===== config.mk =====
export PLATFORM = sky130hd
export DESIGN_NAME = issue_queue
export DESIGN_NICKNAME = d
export VERILOG_FILES = /design/src/rtl/issue_queue_pkg.sv /design/src/rtl/issue_queue_age_select.sv /design/src/rtl/issue_queue.sv
export SDC_FILE = /design/constraint.sdc
export NUM_CORES = 2
export LEC_CHECK = 0
export ABC_AREA = 1
export CAP_MARGIN = 20
export CORE_ASPECT_RATIO = 2
export CORE_UTILIZATION = 30
export CTS_CLUSTER_SIZE = 14
export DETAILED_ROUTE_END_ITERATION = 6
export PLACE_DENSITY = 0.42
export SLEW_MARGIN = 20
export SYNTH_ARGS = -nofsm -noshare
export SYNTH_HDL_FRONTEND = slang
export SYNTH_SLANG_ARGS = --single-unit

===== constraint.sdc =====
create_clock -name CLK -period 19.6 [get_ports CLK]
set_clock_uncertainty 0.1 [all_clocks]
set_input_delay 2.94 -clock CLK [delete_from_list [all_inputs] [get_ports CLK]]
set_output_delay 2.94 -clock CLK [all_outputs]
set_load 0.05 [all_outputs]

===== src/rtl/issue_queue_pkg.sv =====
// Shared types and widths for the issue queue: tag/sequence widths, the
// per-entry storage record, and the wakeup tag-match helper.
package issue_queue_pkg;

   localparam int PHYS_TAG_W = 6;
   localparam int SEQ_W      = 32;
   localparam int IQ_INFO_W  = 170;

   typedef struct packed {
      logic                  valid;
      logic                  rdy1;
      logic                  rdy2;
      logic [PHYS_TAG_W-1:0] src1_map;
      logic [PHYS_TAG_W-1:0] src2_map;
      logic [PHYS_TAG_W-1:0] regwr_map;
      logic                  regwr_flag;
      logic [SEQ_W-1:0]      instr_num;
      logic [IQ_INFO_W-1:0]  all_info;
   } iq_entry_t;

   function automatic logic tag_hit(input logic                  flag,
                                    input logic [PHYS_TAG_W-1:0] bcast_map,
                                    input logic [PHYS_TAG_W-1:0] src_map);
      return flag && (bcast_map == src_map);
   endfunction

endpackage


===== src/rtl/issue_queue_age_select.sv =====
// Oldest-first picker: one-hot grant to the eligible entry with the lowest
// sequence number; equal sequence numbers resolve to the lowest index.
module iq_age_select
   import issue_queue_pkg::*;
#(
   parameter int DEPTH = 8
) (
   input  logic [DEPTH-1:0]       elig_i,
   input  logic [DEPTH*SEQ_W-1:0] seq_i,
   output logic [DEPTH-1:0]       grant_o,
   output logic                   grant_valid_o
);

   logic [SEQ_W-1:0] best_seq;
   logic             found;

   always_comb begin
      grant_o  = '0;
      found    = 1'b0;
      best_seq = '0;
      for (int i = 0; i < DEPTH; i++) begin
         // strict compare keeps the lower index on a tie
         if (elig_i[i] && (!found || (seq_i[i*SEQ_W +: SEQ_W] < best_seq))) begin
            grant_o    = '0;
            grant_o[i] = 1'b1;
            found      = 1'b1;
            best_seq   = seq_i[i*SEQ_W +: SEQ_W];
         end
      end
      grant_valid_o = found;
   end

endmodule


===== src/rtl/issue_queue.sv =====
// Out-of-order issue queue with tag wakeup and oldest-first select.
// Define IQ_FAST_WAKEUP_EN to let a broadcast make an entry selectable in the same cycle.
module issue_queue
   import issue_queue_pkg::*;
#(
   parameter int DEPTH  = 8,
   parameter int INFO_W = IQ_INFO_W
) (
   input  logic                  CLK,
   input  logic                  RESET,
   input  logic                  dispatch_valid,
   output logic                  dispatch_ready,
   input  logic [31:0]           dispatch_instr_num,
   input  logic                  dispatch_src1_used,
   input  logic                  dispatch_src2_used,
   input  logic [5:0]            dispatch_src1_map,
   input  logic [5:0]            dispatch_src2_map,
   input  logic                  dispatch_src1_rdy,
   input  logic                  dispatch_src2_rdy,
   input  logic [5:0]            dispatch_RegWr_map,
   input  logic                  dispatch_RegWr_flag,
   input  logic [INFO_W-1:0]     dispatch_all_info,
   input  logic                  broadcast_flag,
   input  logic [5:0]            broadcast_map,
   input  logic                  flush,
   input  logic                  issue_ready,
   output logic                  issue_valid,
   output logic [31:0]           issue_instr_num,
   output logic [5:0]            issue_src1_map,
   output logic [5:0]            issue_src2_map,
   output logic [5:0]            issue_RegWr_map,
   output logic                  issue_RegWr_flag,
   output logic [INFO_W-1:0]     issue_all_info,
   output logic [$clog2(DEPTH):0] iq_count,
   output logic                  iq_full,
   output logic                  iq_empty
);

   localparam int IDX_W = $clog2(DEPTH);
   localparam int CNT_W = IDX_W + 1;

   iq_entry_t             entries_q [DEPTH];
   iq_entry_t             disp_entry;
   logic [CNT_W-1:0]      count_q, count_d;
   logic                  issue_valid_q, issue_regwr_flag_q;
   logic [SEQ_W-1:0]      issue_instr_num_q;
   logic [PHYS_TAG_W-1:0] issue_src1_map_q, issue_src2_map_q, issue_regwr_map_q;
   logic [INFO_W-1:0]     issue_all_info_q;

   logic [DEPTH-1:0]       rdy1_w, rdy2_w, elig, grant;
   logic [DEPTH*SEQ_W-1:0] seq_flat;
   logic                   grant_valid, dispatch_fire, issue_fire;
   logic [IDX_W-1:0]       free_idx;
   logic                   free_found;

   assign iq_full        = (count_q == CNT_W'(DEPTH));
   assign iq_empty       = (count_q == '0);
   assign dispatch_ready = !iq_full && !flush;
   assign dispatch_fire  = dispatch_valid && dispatch_ready;

   always_comb begin
      rdy1_w   = '0;
      rdy2_w   = '0;
      elig     = '0;
      seq_flat = '0;
      for (int i = 0; i < DEPTH; i++) begin
         rdy1_w[i] = entries_q[i].rdy1 | tag_hit(broadcast_flag, broadcast_map, entries_q[i].src1_map);
         rdy2_w[i] = entries_q[i].rdy2 | tag_hit(broadcast_flag, broadcast_map, entries_q[i].src2_map);
`ifdef IQ_FAST_WAKEUP_EN
         elig[i] = entries_q[i].valid && rdy1_w[i] && rdy2_w[i];
`else
         elig[i] = entries_q[i].valid && entries_q[i].rdy1 && entries_q[i].rdy2;
`endif
         seq_flat[i*SEQ_W +: SEQ_W] = entries_q[i].instr_num;
      end
   end

   iq_age_select #(.DEPTH(DEPTH)) u_age_select (
      .elig_i        (elig),
      .seq_i         (seq_flat),
      .grant_o       (grant),
      .grant_valid_o (grant_valid)
   );

   assign issue_fire = issue_ready && grant_valid;

   always_comb begin
      free_idx   = '0;
      free_found = 1'b0;
      for (int i = 0; i < DEPTH; i++) begin
         if (!entries_q[i].valid && !free_found) begin
            free_idx   = IDX_W'(i);
            free_found = 1'b1;
         end
      end
   end

   // Payload storage is sized by IQ_INFO_W; a different INFO_W pads or truncates.
   always_comb begin
      disp_entry            = '0;
      disp_entry.valid      = 1'b1;
      disp_entry.rdy1       = !dispatch_src1_used || dispatch_src1_rdy ||
                              tag_hit(broadcast_flag, broadcast_map, dispatch_src1_map);
      disp_entry.rdy2       = !dispatch_src2_used || dispatch_src2_rdy ||
                              tag_hit(broadcast_flag, broadcast_map, dispatch_src2_map);
      disp_entry.src1_map   = dispatch_src1_map;
      disp_entry.src2_map   = dispatch_src2_map;
      disp_entry.regwr_map  = dispatch_RegWr_map;
      disp_entry.regwr_flag = dispatch_RegWr_flag;
      disp_entry.instr_num  = dispatch_instr_num;
      disp_entry.all_info   = IQ_INFO_W'(dispatch_all_info);
      count_d               = count_q + CNT_W'(dispatch_fire) - CNT_W'(issue_fire);
   end

   always_ff @(posedge CLK) begin
      if (RESET) begin
         for (int i = 0; i < DEPTH; i++) entries_q[i] <= '0;
         count_q            <= '0;
         issue_valid_q      <= 1'b0;
         issue_instr_num_q  <= '0;
         issue_src1_map_q   <= '0;
         issue_src2_map_q   <= '0;
         issue_regwr_map_q  <= '0;
         issue_regwr_flag_q <= 1'b0;
         issue_all_info_q   <= '0;
      end else if (flush) begin
         for (int i = 0; i < DEPTH; i++) entries_q[i].valid <= 1'b0;
         count_q       <= '0;
         issue_valid_q <= 1'b0;
      end else begin
         for (int i = 0; i < DEPTH; i++) begin
            if (entries_q[i].valid) begin
               entries_q[i].rdy1 <= rdy1_w[i];
               entries_q[i].rdy2 <= rdy2_w[i];
            end
            if (issue_ready && grant[i]) begin
               entries_q[i].valid <= 1'b0;
               issue_instr_num_q  <= entries_q[i].instr_num;
               issue_src1_map_q   <= entries_q[i].src1_map;
               issue_src2_map_q   <= entries_q[i].src2_map;
               issue_regwr_map_q  <= entries_q[i].regwr_map;
               issue_regwr_flag_q <= entries_q[i].regwr_flag;
               issue_all_info_q   <= INFO_W'(entries_q[i].all_info);
            end
         end
         if (issue_ready) issue_valid_q <= grant_valid;
         // free slot is never the granted one: granted entries are valid
         if (dispatch_fire) entries_q[free_idx] <= disp_entry;
         count_q <= count_d;
      end
   end

   assign issue_valid      = issue_valid_q;
   assign issue_instr_num  = issue_instr_num_q;
   assign issue_src1_map   = issue_src1_map_q;
   assign issue_src2_map   = issue_src2_map_q;
   assign issue_RegWr_map  = issue_regwr_map_q;
   assign issue_RegWr_flag = issue_regwr_flag_q;
   assign issue_all_info   = issue_all_info_q;
   assign iq_count         = count_q;

endmodule


==> key figures <==
Clock network
  • Htree depth: 4
  • Worst skew pair latency: 0.88 ns
  • Clock Tree Root: clkbuf_16
  • Post-CTS Hold Fix Bufs: 0
  • Setup Buffers After CTS: 0
  • Total CTS buffers: 210
  • Clk slew on worst S/H paths: 0.07 ns
  • CTS tree: done
  • Maximum root-to-sink buffer count: 4
  • Clock sinks: 2018
  • CTS-repair resized insts: 0

Floorplan
  • Die height: 822.2 µm
  • DIE AREA: 0.3388 mm²
  • Row Count: 300
  • Initial Util: 0.3021
  • Die X: 412.1 µm
  • Core area: 0.3341 mm²
  • Top Ports: 466

Worst setup path
  • Crit Path Class: reg -> reg
  • Top cell by count, worst path: nand2_1
  • Reg-to-reg endpoint: issue_all_info[83]$_SDFFE_PP0P_
  • Crit-path slowest cell: dfxtp_1
  • CP Data Arrival Time: 18.18 ns
  • Crit end category: register
  • Worst EP required: 20.32 ns
  • Startpoint types: register
  • CP max FO: 62
  • Flop2flop setup slack: 2.14 ns
  • Worst reg2reg path depth: 97
  • Reg-to-Reg Start: entries_q[0][223]$_SDFFE_PP1P_
  • CP peak stage delay: 0.54 ns

Routing
  • Routed vias: 80110
  • Via density per instance: 4.916
  • # DRC: 0
  • Antenna Nets Post-Route: 0
  • Average wire per standard cell: 24.32 µm
  • Drt pass-1 iters: 6
  • Initial drt markers: 5710
  • Routed wire length: 396300 µm

Logic synthesis
  • Netlist Area Pre-Place: 0.1009 mm²
  • Synth cell count leaders: nand2_1 (2732), nor2_1 (1892), edfxtp_1 (1784)
  • Synthesized area per cell: 8.742 µm²
  • Register bit count reported by yosys: 2018
  • Top FF cell, synth: edfxtp_1
  • Distinct cells, synth: 53
  • Top-count cell post-synth: nand2_1
  • Sequential area share after synthesis: 0.5773
  • Mapped Cells: 11540
  • Synth async-reset ratio: 0
  • Number of enable flip-flop cells after synthesis: 1784
  • Yosys top cell area share: 0.5309
  • Syn. warnings: 0
  • Synthesized net count: 12010
  • Top cells by area, synth: edfxtp_1 (53%), nand2_1 (10%), nor2_1 (7.0%)
  • Yosys top cell by area: edfxtp_1

Timing
  • Slew Limit Fails: 0
  • Final setup violation count: 0
  • Final min period: 17.46 ns
  • Count of final hold-check violations: 0
  • Max Freq: 0.05727 GHz
  • Post-route setup slack: 2.140 ns
  • Worst-margin pin slew: 1.422 ns
  • Max transition margin: 0.05174
  • Unrepaired setup endpoints after global routing: false
  • Setup_tns: 0 ns
  • Tcrit/Tclk final: 0.8908

Placed design
  • Port Buffers: 465
  • Hpwl dp: 244900 µm
  • Place WS: 2.011 ns
  • Dpl cells: 15900
  • Routability congestion estimate: 0.8600

Final layout
  • Nets: 12190
  • P&R area growth vs syn: 16.70%
  • # fillers: 34380
  • Post-route insts no fill: 16290
  • Layout cells sized above 1: 0.05250

Hold path
  • Worst hold stages: 2
  • WHS Endpoint: issue_valid$_SDFFE_PP0P_
  • Worst Hold Launch: issue_valid$_SDFFE_PP0P_
  • Hold Crit Class: reg -> reg

GRT
  • Vias in the first global route: 80790
  • GRT overflow: 0
  • Global-route wire length before repair: 572100 µm
  • Overall Global Routing Usage: 0.2299
  • Initial antenna violation count: 17
  • Largest net degree at the start of global routing: 174

Status
  • Status: completed

Power
  • Reg power frac: 0.506
  • Pleak: 51.20 nW
  • Clock power share: 0.435
  • Sw Ratio: 0.2412
  • Int Pwr: 7.310 mW
  • Comb pwr share: 0.059
  • Total power: 9.634 mW
  • PD cells: 81.80 mW/mm²
  • Largest vdd supply drop: 0.06649 mV
  • Switching pwr: 2.324 mW

Run
  • Max Cap Viol: 0
registers in the layout, summed over array words and instances (netlist names):
name	flops
issue_valid	1
issue_instr_num	32
iq_count	4
issue_src1_map	6
entries_q	1792
issue_RegWr_map	6
issue_src2_map	6
issue_all_info	170
issue_RegWr_flag	1
critical path, delay by kind of cell (launching register included):
kind	cells	cell delay (ns)
AND/OR/NAND/NOR	58	7.67
AO/OA/AOI/OAI	21	4.07
buffers and inverters	11	2.55
adder cells (fa/ha/maj)	7	2.25
flip-flops	1	0.54
power by group through the flow:
| stage | logic [mW] | clock network (mW) | registers, mW |
|---|---|---|---|
| 2_1_floorplan | 0.286 | 0 | 4.99 |
| 3_3_place_gp | 0.582 | 0 | 4.96 |
| 3_5_place_dp | 0.585 | 0 | 4.97 |
| 4_1_cts | 0.587 | 4.30 | 4.88 |
| 5_1_grt | 0.629 | 4.42 | 4.89 |
| 6_report | 0.573 | 4.19 | 4.87 |
final cells by class:
type | count | area [µm²] | area share
sequential | 2018 | 58260 | 0.4946
timing repair buffer | 685 | 7212 | 0.06124
multi-input combinational | 7382 | 34440 | 0.2925
clock inverter | 91 | 858.3 | 0.007288
inverter | 1434 | 5453 | 0.04630
tap | 4379 | 5479 | 0.04652
antenna | 11 | 27.53 | 0.0002337
clock buffer | 294 | 6043 | 0.05131
worst max-delay path by stage:
stage | slack [ns] | to | from | depth (start not counted)
5_1_grt | 0.31 | issue_all_info[83]$_SDFFE_PP0P_ | entries_q[0][223]$_SDFFE_PP1P_ | 97
2_1_floorplan | 6.04 | issue_all_info[164]$_SDFFE_PP0P_ | entries_q[0][223]$_SDFFE_PP1P_ | 109
3_5_place_dp | 2.01 | issue_all_info[129]$_SDFFE_PP0P_ | entries_q[0][223]$_SDFFE_PP1P_ | 97
4_1_cts | 1.99 | issue_all_info[149]$_SDFFE_PP0P_ | entries_q[0][223]$_SDFFE_PP1P_ | 96
3_3_place_gp | 1.70 | issue_all_info[83]$_SDFFE_PP0P_ | entries_q[0][223]$_SDFFE_PP1P_ | 101
6_report | 2.14 | issue_all_info[83]$_SDFFE_PP0P_ | entries_q[0][223]$_SDFFE_PP1P_ | 97
cells by family (layout without fill, tap and decap cells):
group           Yosys count  after routing  synth area share
simple gates           5853           5853            0.2380
xor+xnor                 23             23          0.001996
buf+inv                2144           2504           0.08349
fa+ha+maj               224            224           0.02785
compound gates         1282           1282           0.07138
flops                  2018           2018            0.5773
other cells               0             11                 0
per-layer routing:
metal | GRT usage | part of all wire | routed length, µm | up-vias
met2 | 0.4308 | 0.53 | 209500 | 2164
met4 | 0.06773 | 0.029 | 11340 | 0
met1 | 0.2739 | 0.40 | 158500 | 39770
met3 | 0.02017 | 0.043 | 16970 | 469
met5 | 0 | 0 | 0 | -
li1 | - | - | - | 37710
layout by cell type (no fill, tap or decap), types with 11 or more instances in the layout:
master              n
a211oi_1           20
a21oi_1           314
a31oi_1            13
buf_12             71
buf_4             149
bufinv_16          15
clkbuf_1           48
clkbuf_16         220
clkbuf_8           26
clkdlybuf4s50_1   464
clkinv_1           34
clkinv_2           38
dfxtp_1           234
diode_2            11
edfxtp_1         1784
ha_1              223
inv_1            1415
nand2_1          2719
nand2_4            13
nand3_1           894
nand3b_1           35
nand4_1            19
nor2_1           1890
nor3_1             17
nor4_1             17
o2111ai_1          15
o21a_1            182
o21ai_0           536
o21ai_1           131
o221ai_1           15
o22ai_1            23
or2_0             154
or2_1              23
or2_2              43
xor2_1             13
metrics by stage:
step | utilization | hold WS, ns | instance area [µm²]
2_1_floorplan | - | 0.4120 | 100900
5_1_grt | 0.3525 | 0.4386 | 117800
6_report | 0.3525 | 0.3717 | 117800
3_5_place_dp | 0.3318 | 0.3648 | 110800
4_1_cts | 0.3525 | 0.3754 | 117700
3_3_place_gp | 0.3317 | 0.3665 | 110800
Power figures use the tool's default switching activity.
